==> src/rtl/atm_pin_auth_if.sv <==
// Signal bundle between the ATM PIN controller and the card session:
// card reader, keypad, account lookup, session timer and transaction side.
interface atm_pin_auth_if #(
    parameter int PIN_DIGITS = 4,
    parameter int TRY_W      = 2
);
    logic                    card_in;
    logic                    digit_valid;
    logic [3:0]              digit;
    logic                    enter;
    logic                    cancel;
    logic [4*PIN_DIGITS-1:0] stored_pin;
    logic                    timeout;
    logic                    timer_start;
    logic                    timer_restart;
    logic                    auth_ok;
    logic                    pin_fail;
    logic                    card_eject;
    logic                    card_retained;
    logic [TRY_W-1:0]        attempts_left;

    modport slave (
        input  card_in, digit_valid, digit, enter, cancel, stored_pin, timeout,
        output timer_start, timer_restart, auth_ok, pin_fail, card_eject,
               card_retained, attempts_left
    );

    modport master (
        output card_in, digit_valid, digit, enter, cancel, stored_pin, timeout,
        input  timer_start, timer_restart, auth_ok, pin_fail, card_eject,
               card_retained, attempts_left
    );
endinterface

==> src/rtl/atm_pin_auth.sv <==
// PIN-entry and verification controller: collects keypad digits, checks them
// against the account PIN, drives the session timer and ejects or retains the card.
module atm_pin_auth #(
    parameter int PIN_DIGITS = 4,
    parameter int MAX_TRIES  = 3,
    parameter int TRY_W      = 2
) (
    input  logic           clk,
    input  logic           rst,
    atm_pin_auth_if.slave  bus
);
    localparam int PIN_W = 4 * PIN_DIGITS;
    localparam int CNT_W = $clog2(PIN_DIGITS + 1);

    typedef enum logic [2:0] {
        ST_IDLE   = 3'd0,
        ST_ENTER  = 3'd1,
        ST_CHECK  = 3'd2,
        ST_FAIL   = 3'd3,
        ST_AUTH   = 3'd4,
        ST_EJECT  = 3'd5,
        ST_LOCKED = 3'd6
    } state_t;

    state_t             state_r, state_s;
    logic [PIN_W-1:0]   pin_buf_r, pin_buf_s;
    logic [CNT_W-1:0]   digit_cnt_r, digit_cnt_s;
    logic [TRY_W-1:0]   attempts_r, attempts_s;
    logic               timeout_q_r;
    logic               timeout_ev_s;
    logic               timer_restart_s, pin_fail_s;
    logic               timer_start_r, timer_restart_r, auth_ok_r;
    logic               pin_fail_r, card_eject_r, card_retained_r;

    // A sticky timeout only counts on its rising edge.
    assign timeout_ev_s = bus.timeout & ~timeout_q_r;

    // Next-state, PIN buffer, attempt counter and pulse outputs.
    always_comb begin
        state_s         = state_r;
        pin_buf_s       = pin_buf_r;
        digit_cnt_s     = digit_cnt_r;
        attempts_s      = attempts_r;
        timer_restart_s = 1'b0;
        pin_fail_s      = 1'b0;
        if ((state_r != ST_IDLE) && !bus.card_in) begin
            state_s     = ST_IDLE;
            pin_buf_s   = '0;
            digit_cnt_s = '0;
            attempts_s  = TRY_W'(MAX_TRIES);
        end else begin
            case (state_r)
                ST_IDLE: begin
                    if (bus.card_in) begin
                        state_s         = ST_ENTER;
                        timer_restart_s = 1'b1;
                    end else begin
                        state_s = ST_IDLE;
                    end
                end
                ST_ENTER: begin
                    if (bus.cancel || timeout_ev_s) begin
                        state_s = ST_EJECT;
                    end else if (bus.enter) begin
                        state_s = ST_CHECK;
                    end else if (bus.digit_valid && (bus.digit <= 4'd9) &&
                                 (digit_cnt_r < CNT_W'(PIN_DIGITS))) begin
                        pin_buf_s       = (pin_buf_r << 4) | {{(PIN_W-4){1'b0}}, bus.digit};
                        digit_cnt_s     = digit_cnt_r + CNT_W'(1);
                        timer_restart_s = 1'b1;
                    end else begin
                        state_s = ST_ENTER;
                    end
                end
                ST_CHECK: begin
                    // A short entry never matches, so it costs an attempt.
                    if ((digit_cnt_r == CNT_W'(PIN_DIGITS)) && (pin_buf_r == bus.stored_pin)) begin
                        state_s = ST_AUTH;
                    end else begin
                        attempts_s = attempts_r - TRY_W'(1);
                        if (attempts_s == '0) begin
                            state_s = ST_LOCKED;
                        end else begin
                            state_s         = ST_FAIL;
                            pin_fail_s      = 1'b1;
                            timer_restart_s = 1'b1;
                        end
                    end
                end
                ST_FAIL: begin
                    state_s     = ST_ENTER;
                    pin_buf_s   = '0;
                    digit_cnt_s = '0;
                end
                ST_AUTH: begin
                    if (bus.cancel || timeout_ev_s) begin
                        state_s = ST_EJECT;
                    end else begin
                        state_s = ST_AUTH;
                    end
                end
                ST_EJECT:  state_s = ST_EJECT;
                ST_LOCKED: state_s = ST_LOCKED;
                default: begin
                    state_s     = ST_IDLE;
                    pin_buf_s   = '0;
                    digit_cnt_s = '0;
                    attempts_s  = TRY_W'(MAX_TRIES);
                end
            endcase
        end
    end

    // State, datapath and registered outputs derived from the state being entered.
    always_ff @(posedge clk or negedge rst) begin
        if (!rst) begin
            state_r         <= ST_IDLE;
            pin_buf_r       <= '0;
            digit_cnt_r     <= '0;
            attempts_r      <= TRY_W'(MAX_TRIES);
            timeout_q_r     <= 1'b0;
            timer_start_r   <= 1'b0;
            timer_restart_r <= 1'b0;
            auth_ok_r       <= 1'b0;
            pin_fail_r      <= 1'b0;
            card_eject_r    <= 1'b0;
            card_retained_r <= 1'b0;
        end else begin
            state_r         <= state_s;
            pin_buf_r       <= pin_buf_s;
            digit_cnt_r     <= digit_cnt_s;
            attempts_r      <= attempts_s;
            timeout_q_r     <= bus.timeout;
            timer_start_r   <= (state_s == ST_ENTER) || (state_s == ST_CHECK) ||
                               (state_s == ST_FAIL)  || (state_s == ST_AUTH);
            timer_restart_r <= timer_restart_s;
            auth_ok_r       <= (state_s == ST_AUTH);
            pin_fail_r      <= pin_fail_s;
            card_eject_r    <= (state_s == ST_EJECT);
            card_retained_r <= (state_s == ST_LOCKED);
        end
    end

    assign bus.timer_start   = timer_start_r;
    assign bus.timer_restart = timer_restart_r;
    assign bus.auth_ok       = auth_ok_r;
    assign bus.pin_fail      = pin_fail_r;
    assign bus.card_eject    = card_eject_r;
    assign bus.card_retained = card_retained_r;
    assign bus.attempts_left = attempts_r;
endmodule

==> src/flat_wrapper.sv <==
// flat-port wrapper written by rule: the top's interface ports become plain ports
module atm_pin_auth_flat 
#(
    parameter int PIN_DIGITS = 4,
    parameter int MAX_TRIES  = 3,
    parameter int TRY_W      = 2
)
  (clk, rst, bus_card_in, bus_digit_valid, bus_digit, bus_enter, bus_cancel, bus_stored_pin, bus_timeout, bus_timer_start, bus_timer_restart, bus_auth_ok, bus_pin_fail, bus_card_eject, bus_card_retained, bus_attempts_left);
  atm_pin_auth_if #(.PIN_DIGITS(PIN_DIGITS), .TRY_W(TRY_W)) bus_i ();
  input  logic clk;
  input  logic rst;
  input wire logic [$bits(bus_i.card_in)-1:0] bus_card_in;
  input wire logic [$bits(bus_i.digit_valid)-1:0] bus_digit_valid;
  input wire logic [$bits(bus_i.digit)-1:0] bus_digit;
  input wire logic [$bits(bus_i.enter)-1:0] bus_enter;
  input wire logic [$bits(bus_i.cancel)-1:0] bus_cancel;
  input wire logic [$bits(bus_i.stored_pin)-1:0] bus_stored_pin;
  input wire logic [$bits(bus_i.timeout)-1:0] bus_timeout;
  output wire logic [$bits(bus_i.timer_start)-1:0] bus_timer_start;
  output wire logic [$bits(bus_i.timer_restart)-1:0] bus_timer_restart;
  output wire logic [$bits(bus_i.auth_ok)-1:0] bus_auth_ok;
  output wire logic [$bits(bus_i.pin_fail)-1:0] bus_pin_fail;
  output wire logic [$bits(bus_i.card_eject)-1:0] bus_card_eject;
  output wire logic [$bits(bus_i.card_retained)-1:0] bus_card_retained;
  output wire logic [$bits(bus_i.attempts_left)-1:0] bus_attempts_left;
  assign bus_i.card_in = bus_card_in;
  assign bus_i.digit_valid = bus_digit_valid;
  assign bus_i.digit = bus_digit;
  assign bus_i.enter = bus_enter;
  assign bus_i.cancel = bus_cancel;
  assign bus_i.stored_pin = bus_stored_pin;
  assign bus_i.timeout = bus_timeout;
  assign bus_timer_start = bus_i.timer_start;
  assign bus_timer_restart = bus_i.timer_restart;
  assign bus_auth_ok = bus_i.auth_ok;
  assign bus_pin_fail = bus_i.pin_fail;
  assign bus_card_eject = bus_i.card_eject;
  assign bus_card_retained = bus_i.card_retained;
  assign bus_attempts_left = bus_i.attempts_left;
  atm_pin_auth #(.PIN_DIGITS(PIN_DIGITS), .MAX_TRIES(MAX_TRIES), .TRY_W(TRY_W)) u_core (.clk(clk), .rst(rst), .bus(bus_i));
endmodule
==> config.mk <==
export PLATFORM = sky130hd
export DESIGN_NAME = atm_pin_auth_flat
export DESIGN_NICKNAME = d
export VERILOG_FILES = /design/src/rtl/atm_pin_auth_if.sv /design/src/rtl/atm_pin_auth.sv /design/src/flat_wrapper.sv
export SDC_FILE = /design/constraint.sdc
export NUM_CORES = 1
export LEC_CHECK = 0
export CORE_UTILIZATION = 50
export CTS_BUF_LIST = sky130_fd_sc_hd__clkbuf_8 sky130_fd_sc_hd__clkbuf_16
export DETAILED_ROUTE_END_ITERATION = 8
export MAX_ROUTING_LAYER = met4
export PLACE_DENSITY = 0.86
export SLEW_MARGIN = 30
export SYNTH_ARGS = -nofsm -noshare
export SYNTH_HDL_FRONTEND = slang
export SYNTH_SLANG_ARGS = --single-unit
==> constraint.sdc <==
create_clock -name clk -period 2.1 [get_ports clk]
set_input_delay 0.315 -clock clk [delete_from_list [all_inputs] [get_ports clk]]
set_output_delay 0.315 -clock clk [all_outputs]
set_load 0.1 [all_outputs]
Yosys cells after proc, flatten, opt, wreduce, memory -nomap -nowiden
Index checks and enable logic that the tools add are counted.
W data, S select, Z words.

word-level totals
  input bits = 27
  bits in registers = 31
  output and inout port bits = 8

operators by class
  eq/ne operators = 20
  reductions and logical operators = 16
  bitwise logic cells = 3
  muxes and demuxes = 32
  $add $sub $neg = 2
  $lt $le $gt $ge = 2

operator list
  kind                   count
  $mux W16               4
  $pmux W16 S2           1
  $mux W3                10
  $eq A3 B3 Y1 const B   7
  $pmux W3 S7            1
  $eq A16 B16 Y1         1
  $or A16 B4 Y16         1
  $eq A3 B2 Y1 const B   4
  $mux W1                11
  $ne A3 B2 Y1 const B   3
  $eq A3 B1 Y1 const B   2
  $pmux W3 S2            1
  $reduce_or A6 Y1       1
  $reduce_or A5 Y1       1
  $le A4 B4 Y1 const B   1
  $logic_and A1 B1 Y1    4
  $logic_or A1 B1 Y1     4
  $mux W2                2
  $ne A2 B1 Y1 const B   2
  $pmux W2 S2            1
  $reduce_and A4 Y1      1
  $add A3 B1 Y3 const B  1
  $logic_not A3 Y1       1
  $lt A3 B3 Y1 const B   1
  other kinds (9)        9

Logic depth before layout (Yosys ltp)
Gate-level depths: netlist of run 1.

  word-level depth = 12
  mapped depth = 9

Worst setup path after synthesis of run 1
OpenSTA, ideal clock, no wires.

  path kind = register to register
  from = reg u_core.attempts_r[1], in the netlist u_core.bus.attempts_left[1]
  to = reg u_core.timer_start_r, in the netlist u_core.bus.timer_start
  data required time = 2.021 ns
  setup slack = 0.232 ns
  buffers on the path = 0
  clock period less this slack = 1.868 ns
  stages on the path, launching flop included = 7
  arrival = 1.788 ns
  cells stage by stage = dfstp_2 -> inv_1 -> ha_1 -> a221oi_1 -> o21ai_0 -> nand2b_1 -> mux2i_1

between the ends
  longest elaborated chain between the ends = 10
  elaborated cells between the ends (all ways) = 13
  those cells by class = add/sub: 1; eq/ne: 4; mux: 4; reduce/logical: 4

RTL lines
  item                                                 RTL line             source
  start: declaration                                   atm_pin_auth.sv:28   logic [TRY_W-1:0] attempts_r, attempts_s;
  start signal: assignment                             atm_pin_auth.sv:120  attempts_r <= TRY_W'(MAX_TRIES);
  start signal: assignment                             atm_pin_auth.sv:132  attempts_r <= attempts_s;
  $sub A2 B1 Y2 (*)                                    atm_pin_auth.sv:80   attempts_s = attempts_r - TRY_W'(1);
  $logic_not A2 Y1 (*)                                 atm_pin_auth.sv:81   if (attempts_s == '0) begin
  $mux W3 (*)                                          atm_pin_auth.sv:81
  $mux W3 (*)                                          atm_pin_auth.sv:77   if ((digit_cnt_r == CNT_W'(PIN_DIGITS)) && (pin_buf_r == bus.stored_pin)) begin
  $pmux W3 S7 (*)                                      atm_pin_auth.sv:52   case (state_r)
  $mux W3 (*)                                          atm_pin_auth.sv:46   if ((state_r != ST_IDLE) && !bus.card_in) begin
  $eq A3 B1 Y1 / $eq A3 B2 Y1 (equally long branches)  atm_pin_auth.sv:134  timer_start_r <= (state_s == ST_ENTER) || (state_s == ST_CHECK) ||
  $logic_or A1 B1 Y1 (2 in a row)                      atm_pin_auth.sv:134
  $logic_or A1 B1 Y1 (*)                               atm_pin_auth.sv:135  (state_s == ST_FAIL) || (state_s == ST_AUTH);
  end signal: assignment                               atm_pin_auth.sv:134
  end: declaration                                     atm_pin_auth.sv:32   logic timer_start_r, timer_restart_r, auth_ok_r;

Mark *: on every way between the ends. The rest lies on a longest branch, timed or not.
A chain may end at the register's enable or synchronous reset.

Final worst setup path of run 1
  from = in bus_stored_pin[11]
  to = reg u_core.card_retained_r, in the netlist u_core.bus.card_retained

between the ends
  longest elaborated chain between the ends = 6

RTL lines
  item                    RTL line             source
  start: declaration      flat_wrapper.sv:17   input wire logic [$bits(bus_i.stored_pin)-1:0] bus_stored_pin;
  $eq A16 B16 Y1          atm_pin_auth.sv:77
  $logic_and A1 B1 Y1     atm_pin_auth.sv:77
  $mux W3                 atm_pin_auth.sv:77
  $pmux W3 S7             atm_pin_auth.sv:52
  $mux W3                 atm_pin_auth.sv:46
  $eq A3 B3 Y1            atm_pin_auth.sv:140  card_retained_r <= (state_s == ST_LOCKED);
  end signal: assignment  atm_pin_auth.sv:140
  end: declaration        atm_pin_auth.sv:33   logic pin_fail_r, card_eject_r, card_retained_r;

Every way passes these cells.

==> results.json, run 1 <==
{
  "outcome": "finished clean",
  "hp-class": "primary input to asynchronous set/reset pin",
  "synth-seq-cells": 31,
  "die_h_um": 59.1,
  "p_leak_nw": 1.00,
  "globalRouteTotalUtil_pct": 24.1,
  "place_ws_ns": -0.126,
  "dr_wl_met3_um": 169,
  "antennaDiodeCount": 0,
  "antenna_found_initial": 0,
  "ant_nets": 0,
  "cp_cell_sequence": "clkdlybuf4s50_1 > xor2_1 > nor4_1 > nand3_1 > o21ai_0 > nand2_1 > nor3_1",
  "viasPerCell": 5.42,
  "core-area_mm2": 0.00308,
  "clock.fmax_mhz": 513,
  "routabilityCongestion": 0.963,
  "area_delta_synth_final_pct": 29.6,
  "synth.distinct_cells": 42,
  "wl_met1_mm": 1.52,
  "wire_per_inst_um": 15.4,
  "ios": 35,
  "hold_viol_final": 0,
  "final_common_cell": "dfrtp_1",
  "clk_latency_ns": 0.28,
  "path_max_fanout": 5,
  "grt_overflow": 0,
  "highest_layer": "met4",
  "drc_errors": 0,
  "clockBufferDepth": 2,
  "p_sw_share_pct": 43.3,
  "yosysWarnings": 0,
  "final_util_pct": 68.7,
  "cts_tree": "done",
  "die_area_mm2": 0.00349,
  "setup_viol": 0,
  "synth_flop_cell": "dfrtp_1",
  "fp-row-count": 20,
  "total_power_mw": 2.17,
  "syn_area_per_cell_um2": 11.3,
  "irDropWorstVdd_mv": 0.475,
  "async_flop_share_pct": 100,
  "cts.repair.resized": 0,
  "finish.net_count": 221,
  "drt_first_pass_iters": 5,
  "crit_type": "primary input to register",
  "dp_hpwl_mm": 2.81,
  "switchingPower_mw": 0.937,
  "finalCritPeriodShare_pct": 92.8,
  "combPwrFrac_pct": 45.9,
  "cts_sinks": 31,
  "cp.required_ns": 2.28,
  "dr_total_vias": 1280,
  "slew_headroom_pct": 55.0,
  "period_needed_ns": 1.95,
  "portBuffers": 34,
  "route.met2.wl_mm": 1.85,
  "p_int_mw": 1.23,
  "postCtsSetupBuffers": 0,
  "critPathBufInv": 1,
  "crit_arrival_ns": 2.13,
  "grt_pass1_wl_mm": 5.93,
  "die_w_um": 59.1,
  "synth_edf_count": 0,
  "pwr-share-seq_pct": 34.1,
  "drv_cap": 0,
  "clkSlewWorstSetupHoldPaths_ns": 0.06,
  "critical-path-top-delay-family": "simple AND/OR/NAND/NOR gates",
  "cellPowerDensity_mw_per_mm2": 1020,
  "cp_slowest_stage_delay_ns": 0.41,
  "design_area_mm2": 0.00211,
  "pwr-share-clk_pct": 20.1,
  "cts-hold-fix-buffers": 0,
  "grt_max_degree": 32,
  "wl_mm": 3.63,
  "grt_pass1_vias": 1334,
  "syn_area_mm2": 0.00163,
  "cp_slowest_cell": "clkdlybuf4s50_1",
  "synth.net_count": 174,
  "postSynthCellCount": 144,
  "drv_slew": 0,
  "cts_buffers": 5,
  "crit_path_end_kind": "register",
  "setup_tns_ns": 0,
  "drive_gt1_share_pct": 24.5,
  "critPathLaunchType": "primary input",
  "yosysSeqAreaShare_pct": 47.7,
  "drt-initial-drc-count": 64,
  "fin_ws_ns": 0.152,
  "worst_pin_slew_ns": 0.674,
  "initial_core_util_pct": 53.0,
  "mostFrequentLayoutCells": "dfrtp_1 (29), clkdlybuf4s50_1 (26), buf_4 (18)",
  "placed_area_mm2": 0.00203,
  "cts.htree.levels": 2,
  "rsz0062_at_grt": "no",
  "clock_skew_ns": 0.00538,
  "cts-root-buf": "clkbuf_8"
}
worst register-to-register path, cell delays in order, from the launching register on:
cell	delay [ns]
dfrtp_1	0.47
o21ba_4	0.28
nor2_8	0.09
nor2_4	0.05
o21a_4	0.20
nor2_2	0.52
a22o_2	0.27
cells in the mapped netlist (2+ instances only):
cell     instances  share of area, %
xnor2_1          2               1.1
nor2b_1          2              0.77
a22o_2           7               4.3
nor4_1           2              0.77
inv_1            8               1.8
a22o_1          10               5.4
and2b_2          2               1.1
nor3_1           4               1.2
o21ai_0          4               1.2
nand3_1          3              0.92
xor2_1          15               8.1
buf_6            3               2.1
nor2_1          12               2.8
a21oi_1          7               2.1
dfstp_2          2               3.2
nand2_1          4              0.92
and3_1           2              0.77
ha_1             3               2.3
dfrtp_1         29                45
sequential cells by signal, summed over array words and instances, names as in the netlist:
register	cells
u_core.bus.attempts_left	2
u_core.bus.auth_ok	1
u_core.bus.card_eject	1
u_core.bus.card_retained	1
u_core.bus.pin_fail	1
u_core.bus.timer_restart	1
u_core.bus.timer_start	1
u_core.digit_cnt_r	3
u_core.pin_buf_r	16
u_core.state_r	3
u_core.timeout_q_r	1
metrics by stage:
stage	hold WS [ns]	cells
finish	0.424	236
detailed placement	0.513	228
global placement	0.507	228
CTS	0.435	236
floorplan	0.0194	144
global route	0.465	236
layout make-up:
type	instances	area, um^2
inverter	8	30.0
tap	44	55.1
clock inverter	3	12.5
timing repair buffer	44	395
fill	239	965
sequential	31	778
clock buffer	5	68.8
multi-input combinational	101	773
power groups by stage:
stage | clock, mW | sequential, mW | combinational (mW)
finish | 0.435 | 0.738 | 0.993
global route | 0.463 | 0.746 | 1.06
CTS | 0.440 | 0.737 | 0.993
detailed placement | 0 | 0.747 | 0.991
floorplan | 0 | 1.03 | 0.448
global placement | 0 | 0.746 | 0.980
cell families after synthesis:
kind of cell / count (synthesis) / share of synthesized area [%]
muxes: 1 / 0.614
and+or+nand+nor: 40 / 15.0
AOI/OAI and AO/OA: 40 / 20.4
DFF: 31 / 47.7
adders and majority gates: 3 / 2.30
buffers and inverters: 12 / 4.83
xor gates and xnor gates: 17 / 9.13
worst paths after layout:
path	from	endpoint	slack (ns)	cells past startpoint
max	bus_stored_pin[11]	u_core.bus.card_retained	0.15	7
min	rst	u_core.state_r[0]	0.42	2
max reg2reg	u_core.state_r[0]	u_core.pin_buf_r[4]	0.16	6
min reg2reg	u_core.pin_buf_r[15]	u_core.pin_buf_r[15]	0.52	1
max in group asynchronous	rst	u_core.bus.attempts_left[0]	1.35	2
min in group clk	bus_timeout	u_core.timeout_q_r	0.52	1
routing by layer:
metal / vias up / track usage (%)
met5: - / -
met4: 0 / 10.5
met3: 12 / 6.11
met2: 41 / 41.2
met1: 615 / 26.4
li1: 612 / -
Power figures use the tool's default switching activity.
==> inputs of run 2 (changes only) <==
- clock period: 2.1 -> 2 ns (I/O delays scaled with it)
==> results.json, run 2 (synthesis gave the netlist of run 1 again) <==
{
  "outcome": "finished clean",
  "path_max_fanout": 5,
  "finalCritPeriodShare_pct": 97.8,
  "cts_sinks": 31,
  "dr_total_vias": 1307,
  "ios": 35,
  "clock_skew_ns": 0.00335,
  "postCtsSetupBuffers": 0,
  "crit_type": "primary input to register",
  "antennaDiodeCount": 0,
  "critPathLaunchType": "primary input",
  "core-area_mm2": 0.00308,
  "fp-row-count": 20,
  "cts_buffers": 5,
  "p_leak_nw": 1.03,
  "antenna_found_initial": 0,
  "finish.net_count": 223,
  "drv_slew": 0,
  "cts.htree.levels": 2,
  "slew_headroom_pct": 60.2,
  "initial_core_util_pct": 53.0,
  "wire_per_inst_um": 16.1,
  "cts_tree": "done",
  "crit_arrival_ns": 2.11,
  "rsz0062_at_grt": "yes",
  "grt_max_degree": 22,
  "design_area_mm2": 0.00219,
  "drt_first_pass_iters": 4,
  "drive_gt1_share_pct": 26.8,
  "placed_area_mm2": 0.00208,
  "grt_pass1_wl_mm": 6.20,
  "cp.required_ns": 2.15,
  "die_w_um": 59.1,
  "setup_viol": 0,
  "dp_hpwl_mm": 2.83,
  "clk_latency_ns": 0.28,
  "reg2reg_depth": 6,
  "cts-root-buf": "clkbuf_8",
  "hold_ws_ns": 0.399,
  "globalRouteTotalUtil_pct": 25.4,
  "irDropWorstVdd_mv": 0.542,
  "drt-initial-drc-count": 66,
  "top_regs": "u_core.pin_buf_r (16), u_core.digit_cnt_r (3), u_core.state_r (3)",
  "drc_errors": 0,
  "viasPerCell": 5.49,
  "wl_mm": 3.82,
  "crit_path_end_kind": "register",
  "fill_cells": 250,
  "hp-class": "primary input to asynchronous set/reset pin",
  "routabilityCongestion": 0.946,
  "die_area_mm2": 0.00349,
  "regMostFlops": "u_core.pin_buf_r",
  "cts-hold-fix-buffers": 0,
  "grt_pass1_vias": 1334,
  "final_common_cell": "dfrtp_1",
  "grt_overflow": 0,
  "area_delta_synth_final_pct": 34.6,
  "cellPowerDensity_mw_per_mm2": 1070,
  "largest_reg_flops": 16,
  "ff2ff_setup_slack_ns": 0.09,
  "clkSlewWorstSetupHoldPaths_ns": 0.06,
  "hold_viol_final": 0,
  "portBuffers": 34,
  "final_util_pct": 71.3,
  "period_needed_ns": 1.96,
  "mostFrequentLayoutCells": "dfrtp_1 (29), clkdlybuf4s50_1 (26), buf_4 (17)",
  "clock.fmax_mhz": 511,
  "die_h_um": 59.1,
  "worst_pin_slew_ns": 0.596,
  "clockBufferDepth": 2,
  "ant_nets": 0,
  "drv_cap": 0,
  "setup_tns_ns": 0
}
## run 2: repair_timing
action,in CTS,in global routing
pin swaps,1,2
setup endpoints to repair,3,25
resized for setup,1,5
endpoints found under the hold margin,0,0
## run 2: path summary, 6_finish.rpt
path	startpoint	to
worst max-delay path	bus_stored_pin[7]	u_core.bus.pin_fail
worst min-delay path	rst	u_core.bus.card_retained
worst min register to register	u_core.digit_cnt_r[2]	u_core.digit_cnt_r[2]
worst max register to register	u_core.pin_buf_r[7]	u_core.bus.pin_fail
min in group clk	bus_timeout	u_core.timeout_q_r
max in group asynchronous	rst	u_core.pin_buf_r[0]
## run 2: layout make-up
type	instances	area (um^2)	share of cell area (%)
clock inverter	3	12.5	0.570
multi-input combinational	101	802	36.5
tap	44	55.1	2.51
clock buffer	5	68.8	3.14
sequential	31	778	35.5
inverter	8	30.0	1.37
timing repair buffer	46	448	20.4
## run 2: worst max-delay path: stages
cell and delay, ns:
clkdlybuf4s50_1 0.42, xor2_1 0.19, nor4_1 0.38, nand3_2 0.16, o31a_2 0.35, nor2_1 0.22
nor3_1 0.08
## run 2: stage by stage
stage	worst slack, ns	instances	total power, mW
2_1_floorplan	0.132	144	1.55
3_3_place_gp	-0.173	230	1.85
3_5_place_dp	-0.305	230	1.86
4_1_cts	0.0380	238	2.32
5_1_grt	-0.0171	238	2.46
6_report	0.0446	238	2.35
## run 2: per-layer routing
metal	vias to the layer above	track usage (%)	part of all wire [%]
met5	-	-	0
met4	0	10.2	2.4
met3	11	6.55	5.4
met2	46	39.4	50
met1	638	31.7	42
li1	612	-	-
## run 2: power by group
group	switching [mW]	internal, mW
combinational	0.716	0.395
clock	0.223	0.233
sequential	0.0800	0.706
==> inputs of run 3 (changes only) <==
- CTS_CLUSTER_DIAMETER: default -> 50
- GPL_ROUTABILITY_DRIVEN: default -> 0
- RECOVER_POWER: default -> 100
==> results.json, run 3 (synthesis gave the netlist of run 1 again) <==
{
  "clk_latency_ns": 0.29,
  "fill_cells": 234,
  "dr_total_vias": 1365,
  "placed_area_mm2": 0.00206,
  "worst_pin_slew_ns": 0.863,
  "clock.fmax_mhz": 509,
  "ff_latch_area_um2": 778,
  "cts_tree": "done",
  "hold_ws_ns": 0.425,
  "multi_input_area_um2": 811,
  "setup_tns_ns": 0,
  "top_regs": "u_core.pin_buf_r (16), u_core.digit_cnt_r (3), u_core.state_r (3)",
  "antenna_found_initial": 0,
  "dp_hpwl_mm": 2.85,
  "ios": 35,
  "wl_mm": 4.18,
  "die_w_um": 59.1,
  "crit_type": "register to register",
  "drv_slew": 0,
  "path_max_fanout": 5,
  "cellPowerDensity_mw_per_mm2": 1100,
  "drive_gt1_share_pct": 25.5,
  "period_needed_ns": 1.96,
  "grt_overflow": 0,
  "setup_viol": 0,
  "clkSlewWorstSetupHoldPaths_ns": 0.07,
  "grt_max_degree": 21,
  "switchingPower_mw": 1.07,
  "hp-class": "primary input to asynchronous set/reset pin",
  "cts_buffers": 5,
  "core-area_mm2": 0.00308,
  "rsz0062_at_grt": "yes",
  "hold_viol_final": 0,
  "reg2reg_to": "u_core.bus.pin_fail",
  "crit_arrival_ns": 2.12,
  "drv_cap": 0,
  "combPwrFrac_pct": 45.9,
  "globalRouteTotalUtil_pct": 25.2,
  "drt-initial-drc-count": 92,
  "finish.net_count": 221,
  "die_area_mm2": 0.00349,
  "grt_pass1_wl_mm": 6.18,
  "fp-row-count": 20,
  "cp.required_ns": 2.15,
  "irDropWorstVdd_mv": 0.648,
  "portBuffers": 34,
  "p_int_mw": 1.32,
  "finalCritPeriodShare_pct": 98.2,
  "reg2reg_depth": 6,
  "r2r-start": "u_core.pin_buf_r[7]",
  "antennaDiodeCount": 0,
  "clockBufferDepth": 2,
  "pwr-share-seq_pct": 32.7,
  "ff2ff_setup_slack_ns": 0.04,
  "initial_core_util_pct": 53.0,
  "drt_first_pass_iters": 4,
  "p_leak_nw": 1.05,
  "die_h_um": 59.1,
  "area_delta_synth_final_pct": 33.0,
  "wire_per_inst_um": 17.7,
  "largest_reg_flops": 16,
  "cts.htree.levels": 2,
  "total_power_mw": 2.39,
  "mostFrequentLayoutCells": "dfrtp_1 (29), clkdlybuf4s50_1 (21), xor2_1 (15)",
  "drc_errors": 0,
  "p_sw_share_pct": 44.8,
  "pwr-share-clk_pct": 21.4,
  "grt_pass1_vias": 1363,
  "regMostFlops": "u_core.pin_buf_r",
  "crit_path_end_kind": "register",
  "clock_skew_ns": 0.00517,
  "slew_headroom_pct": 42.5,
  "ant_nets": 0,
  "outcome": "finished clean",
  "critPathLaunchType": "register",
  "final_common_cell": "dfrtp_1",
  "viasPerCell": 5.78,
  "cp-startpoint": "u_core.pin_buf_r[7]",
  "cts_sinks": 31,
  "cts-root-buf": "clkbuf_8",
  "cts-hold-fix-buffers": 0,
  "design_area_mm2": 0.00217
}
run 3: changes by cell type in the layout (fill, tap and decap cells not counted), moves of 2 or more:
cell | before | now
buf_4 | 17 | 9
clkbuf_2 | 0 | 7
buf_12 | 3 | 1
dlymetal6s2s_1 | 0 | 3
clkdlybuf4s50_1 | 26 | 21
dlygate4sd3_1 | 0 | 2
run 3: per-layer routing:
| layer | global-route usage, % | share of wire, % |
|---|---|---|
| met4 | 10.5 | 3.5 |
| met5 | - | 0 |
| met3 | 5.90 | 6.2 |
| met2 | 43.8 | 51 |
| met1 | 27.6 | 39 |
run 3: worst max path at each step:
| stage | endpoint | slack [ns] | cells after the start |
|---|---|---|---|
| floorplan | u_core.bus.timer_start | 0.13 | 6 |
| global placement | u_core.bus.timer_start | -0.15 | 7 |
| detailed placement | u_core.digit_cnt_r[1] | -0.21 | 7 |
| CTS | u_core.digit_cnt_r[1] | 0.03 | 6 |
| global route | u_core.bus.attempts_left[1] | -0.1 | 8 |
| finish | u_core.bus.pin_fail | 0.04 | 6 |
run 3: power by group through the flow:
stage / clock (mW) / combinational (mW) / sequential [mW]
5_1_grt: 0.534 / 1.16 / 0.790
6_report: 0.511 / 1.10 / 0.782
2_1_floorplan: 0 / 0.471 / 1.08
3_5_place_dp: 0 / 1.03 / 0.784
3_3_place_gp: 0 / 1.01 / 0.780
4_1_cts: 0.513 / 1.04 / 0.776
run 3: repair_timing:
action                                  in CTS  in global routing
endpoints found under the setup margin       0                 25
gates resized for setup                      0                 11
buffers inserted                             0                  1
run 3: worst max-delay path, cell delays in order (launching register included):
cell	delay (ns)
dfrtp_1	0.43
xor2_1	0.16
nor4_1	0.33
nand3_1	0.23
or2_2	0.38
a31oi_2	0.22
nor3_1	0.09
run 3: layout make-up:
cell class / instances / share of cell area (%)
Timing Repair Buffer: 44 / 18.6
Multi-Input combinational cell: 101 / 37.4
Clock buffer: 6 / 3.81
Clock inverter: 2 / 0.404
Sequential cell: 31 / 35.9
Inverter: 8 / 1.38
Tap cell: 44 / 2.54
run 3: per-stage QoR:
step / instances / worst slack [ns] / utilization, %
after floorplan: 144 / 0.132 / -
after global placement: 227 / -0.153 / 67.0
after detailed placement: 227 / -0.209 / 67.0
after CTS: 235 / 0.0343 / 70.0
after global routing: 236 / -0.0956 / 70.4
final: 236 / 0.0370 / 70.4
